--- src/rtl/selector_n1_pipe.sv ---
// selector_n1_pipe: N:1 valid/ready channel selector (fixed or round-robin) with a registered output stage.
// Define SELECTOR_N1_PIPE_PARITY_EN to add a registered even-parity output out_par.
module selector_n1_pipe #(
  parameter int WIDTH = 32,
  parameter int NUM_CH = 4,
  localparam int SEL_W = (NUM_CH > 1) ? $clog2(NUM_CH) : 1
) (
  input  logic                    clk,
  input  logic                    rst_n,
  input  logic [NUM_CH*WIDTH-1:0] in_data,
  input  logic [NUM_CH-1:0]       in_valid,
  output logic [NUM_CH-1:0]       in_ready,
  input  logic                    mode,
  input  logic [SEL_W-1:0]        selec,
  output logic [WIDTH-1:0]        out_data,
  output logic [SEL_W-1:0]        out_chan,
  output logic                    out_valid,
`ifdef SELECTOR_N1_PIPE_PARITY_EN
  output logic                    out_par,
`endif
  input  logic                    out_ready
);
  logic [WIDTH-1:0] out_data_q, out_data_d, sel_data;
  logic [SEL_W-1:0] out_chan_q, out_chan_d, ptr_q, ptr_d, rr_grant, grant, idx;
  logic             out_valid_q, out_valid_d, load_en, rr_found, fx_ok, grant_ok, xfer;
  int               tmp;
  always_comb begin
    load_en = !out_valid_q | out_ready;
    rr_grant = '0;
    rr_found = 1'b0;
    tmp = 0;
    idx = '0;
    // Walk offsets from farthest to nearest so the nearest valid channel after ptr wins.
    for (int k = NUM_CH; k >= 1; k--) begin
      tmp = int'(ptr_q) + k;
      tmp = (tmp >= NUM_CH) ? tmp - NUM_CH : tmp;
      idx = SEL_W'(tmp);
      if (in_valid[idx]) begin
        rr_grant = idx;
        rr_found = 1'b1;
      end
    end
    fx_ok = {1'b0, selec} < (SEL_W+1)'(NUM_CH);
    grant = mode ? rr_grant : selec;
    grant_ok = mode ? rr_found : fx_ok;
    in_ready = (grant_ok & load_en & rst_n) ? (NUM_CH'(1) << grant) : '0;
    xfer = |(in_valid & in_ready);
    sel_data = '0;
    for (int i = 0; i < NUM_CH; i++)
      if (in_ready[i]) sel_data = in_data[i*WIDTH +: WIDTH];
    out_valid_d = xfer | (out_valid_q & !load_en);
    out_data_d = xfer ? sel_data : out_data_q;
    out_chan_d = xfer ? grant : out_chan_q;
    ptr_d = (xfer & mode) ? grant : ptr_q;
  end
  always_ff @(posedge clk or negedge rst_n)
    if (!rst_n) begin
      out_valid_q <= 1'b0;
      out_data_q <= '0;
      out_chan_q <= '0;
      ptr_q <= SEL_W'(NUM_CH - 1);
    end else begin
      out_valid_q <= out_valid_d;
      out_data_q <= out_data_d;
      out_chan_q <= out_chan_d;
      ptr_q <= ptr_d;
    end
  assign out_valid = out_valid_q;
  assign out_data = out_data_q;
  assign out_chan = out_chan_q;
`ifdef SELECTOR_N1_PIPE_PARITY_EN
  logic out_par_q, out_par_d;
  always_comb out_par_d = xfer ? ^sel_data : out_par_q;
  always_ff @(posedge clk or negedge rst_n)
    if (!rst_n) out_par_q <= 1'b0;
    else out_par_q <= out_par_d;
  assign out_par = out_par_q;
`endif
endmodule

--- config.mk ---
export PLATFORM = sky130hd
export DESIGN_NAME = selector_n1_pipe
export DESIGN_NICKNAME = d
export VERILOG_FILES = /design/src/rtl/selector_n1_pipe.sv
export SDC_FILE = /design/constraint.sdc
export NUM_CORES = 1
export LEC_CHECK = 0
export CAP_MARGIN = 30
export CELL_PAD_IN_SITES_DETAIL_PLACEMENT = 0
export CELL_PAD_IN_SITES_GLOBAL_PLACEMENT = 1
export CORE_MARGIN = 3
export CORE_UTILIZATION = 28
export DETAILED_ROUTE_END_ITERATION = 16
export GPL_TIMING_DRIVEN = 0
export PLACE_DENSITY = 0.85
export SLEW_MARGIN = 30
export SYNTH_ARGS = -nofsm -noshare
export SYNTH_HDL_FRONTEND = slang
export SYNTH_SLANG_ARGS = --single-unit
--- constraint.sdc ---
create_clock -name clk -period 3.7 [get_ports clk]
set_clock_uncertainty 0.15 [all_clocks]
set_input_delay 0.555 -clock clk [delete_from_list [all_inputs] [get_ports clk]]
set_output_delay 0.555 -clock clk [all_outputs]
set_load 0.01 [all_outputs]
==> metrics.md <==
| Metric | Value |
|---|---|
| Post-Place Cells | 698 |
| Cell Pwr Density | 554 nW/um2 |
| Max Transition Viols Final | 0 |
| N_diodes | 0 |
| Clock transition at the registers of the reported paths | 0.06 ns |
| Routed Antenna Nets | 0 |
| DRT Pass-1 Iters | 4 |
| Final Core Density | 0.472 |
| Area contributors post-synth | dfrtp_1, a21boi_0, mux2_2 |
| Hold Vio Cnt, Final | 0 |
| Mean post-synth cell area | 8.69 um2 |
| Drt wl/cell | 20.2 um |
| Chip width | 115 um |
| CTS Buf Count | 5 |
| Vias in the first global route | 4181 |
| Max Cap Viol | 0 |
| Nets | 702 |
| Sequential-to-total area share from yosys stat | 0.280 |
| Total Die Area | 13200 um2 |
| # IOs | 177 |
| Hold Buf Count CTS | 0 |
| RSZ-0062 raised after global routing | no |
| # rows | 39 |
| Longest Clk Path Bufs | 2 |
| Core area | 11500 um2 |
| CP Max Fanout | 10 |
| CTS tree | built |
| Lkg Pwr | 2.13 nW |
| Share of the synthesized area in the top cell type | 0.264 |
| Crit end category | primary output |
| Initial Utilization | 0.288 |
| Post-Layout Cell Count | 708 |
| CTS sink cnt | 37 |
| WP buf/inv | 5 |
| Routed vias/inst | 5.49 |
| Final WL | 14300 um |
| Post-synth top area cell | dfrtp_1 |
| Worst Setup Path Type | in -> out |
| Status | finished, final reports clean |
| Min-delay worst type | in -> async |
| Cell mode on critical path | buf_4 |
| Area grow syn2layout | 63.9% |
| Max frequency | 282 MHz |
| Clock root buffer | clkbuf_16 |
| Most frequent cells in the layout | clkdlybuf4s50_1, a21boi_0, nand2_1 |
| Commonest non-fill, non-tap cell in the layout | clkdlybuf4s50_1 |
| Critical-path cell list | clkdlybuf4s50_1 -> buf_4 -> or2_2 -> o211ai_1 -> o21ai_4 -> nand2b_1 -> buf_2 -> buf_4 -> nor3_1 -> dlygate4sd2_1 |
| Total Power | 3.01 mW |
| WP data arrival | 2.84 ns |
| Slew HR | 0.586 |
| Most frequently used flop master after synthesis | dfrtp_1 |
| DRT iter0 DRCs | 270 |
| Slowest cell on the critical path | clkdlybuf4s50_1 |
| Dpl hpwl | 10600 um |
| Via count | 3887 |
| Port Buffer Count | 173 |
| Net Count, Synth | 520 |
| Setup-failing EPs final | 0 |
| CTS HTree Levels | 2 |
| VDD IR-drop max | 0.000247 V |
| Share of post-route cells with drive strength above 1 | 0.119 |
| First-pass GRT wire length | 22100 um |
| Final period util | 0.959 |
| Antenna violations before repair | 0 |
| GRT Total Usage | 0.210 |
| Die span in y | 115 um |
| # DRC | 0 |
| Crit-path max cell delay | 0.42 ns |
| Number of flops mapped to enable cells by yosys | 0 |
| Worst EP required | 2.99 ns |
| Gpl congestion | 0.897 |
| Worst slew pin tran | 0.620 ns |
| Gate Count Post-Synth | 382 |
| Gr ovfl total | 0 |
| Seq cells post-synth | 37 |
| Startpoint types | input pin |
| Synth cell types | 50 |
| Asr flop ratio synth | 1.00 |
| Post-Syn Area | 3320 um2 |
| Clk_lat worst skew | 0.28 ns |
| Cell family with most CP delay | buffers and inverters |
| Synth warn | 0 |
| Largest net degree at the start of global routing | 40 |
| Period minus WS final | 3.55 ns |
==> flip-flops by register name, indices dropped and copies added (netlist names) <==
register   cells
out_chan       2
out_data      32
ptr_q          2
out_valid      1
==> where the power goes <==
part | leakage (nW) | internal (mW) | switching (mW)
combinational | 1.62 | 0.984 | 0.834
sequential | 0.432 | 0.619 | 0.120
clock | 0.0799 | 0.286 | 0.170
==> through the flow <==
step | hold slack [ns] | cell area, um2 | setup WS, ns | TNS (ns)
finish | 0.117 | 5440 | 0.153 | 0
global route | 0.153 | 5440 | 0.0254 | 0
CTS | 0.127 | 5430 | 0.187 | 0
detailed placement | 0.346 | 5230 | -0.838 | -5.81
global placement | 0.341 | 5230 | -1.13 | -40.32
floorplan | 0.109 | 3320 | 0.824 | 0
==> worst register-to-register path, cell delays in order, from the launching register on <==
cell and delay (ns):
dfstp_2 0.53, clkbuf_1 0.39, nand2_1 0.11, o211ai_1 0.36
buf_4 0.20, o211a_1 0.16, a222oi_1 0.14, a211oi_4 0.59
buf_6 0.25, mux2_2 0.35
==> worst paths after layout <==
check	startpoint	endpoint	slack (ns)	depth (start not counted)
setup / recovery	in_valid[3]	in_ready[0]	0.15	10
hold / removal	rst_n	out_data[13]	0.12	1
hold reg to reg	out_data[5]	out_data[5]	0.36	1
min in group clk	out_data[5]	out_data[5]	0.36	1
setup reg to reg	ptr_q[1]	out_data[22]	0.37	9
max in group asynchronous	rst_n	ptr_q[0]	2.91	1
==> timing repair <==
item,in CTS,in global routing
gates resized for setup,16,0
setup buffers,3,0
setup endpoints to repair,4,0
==> metal layers <==
metal / GRT usage / wire, um / up-vias
met1: 0.283 / 6310 / 1883
met4: 0.0430 / 170 / 0
met3: 0.0337 / 876 / 13
met2: 0.357 / 6910 / 157
met5: 0 / 0 / -
li1: - / - / 1834
==> synth_stat cells (2+ instances only) <==
library cell	instances
a21boi_0	64
a21o_1	2
a21oi_1	5
and3_1	32
buf_2	8
buf_6	3
clkbuf_1	37
dfrtp_1	35
dfstp_2	2
inv_1	4
mux2_1	2
mux2_2	30
nand2_1	40
nand2b_1	5
nor2_1	4
nor2b_1	3
nor3_1	4
o211ai_1	3
o21a_1	2
o21ai_0	5
o22ai_1	32
o32a_1	32
==> cells by family (layout without fill, tap and decap cells) <==
kind of cell    after synthesis  in the layout  synth area share
compound gates              161            161             0.384
simple gates                 97             97             0.152
buf+inv                      53            236            0.0697
flops                        37             37             0.280
mux                          33             33             0.112
xor+xnor                      1              1           0.00264
==> cell type report <==
cell class                      count  area, um2
Timing Repair Buffer              176       1750
Buffer                             47        235
Clock inverter                      1       5.00
Multi-Input combinational cell    292       2170
Tap cell                          143        179
Sequential cell                    37        928
Inverter                            5       18.8
Fill cell                        1126       6080
Clock buffer                        7        153
Power figures use the tool's default switching activity.
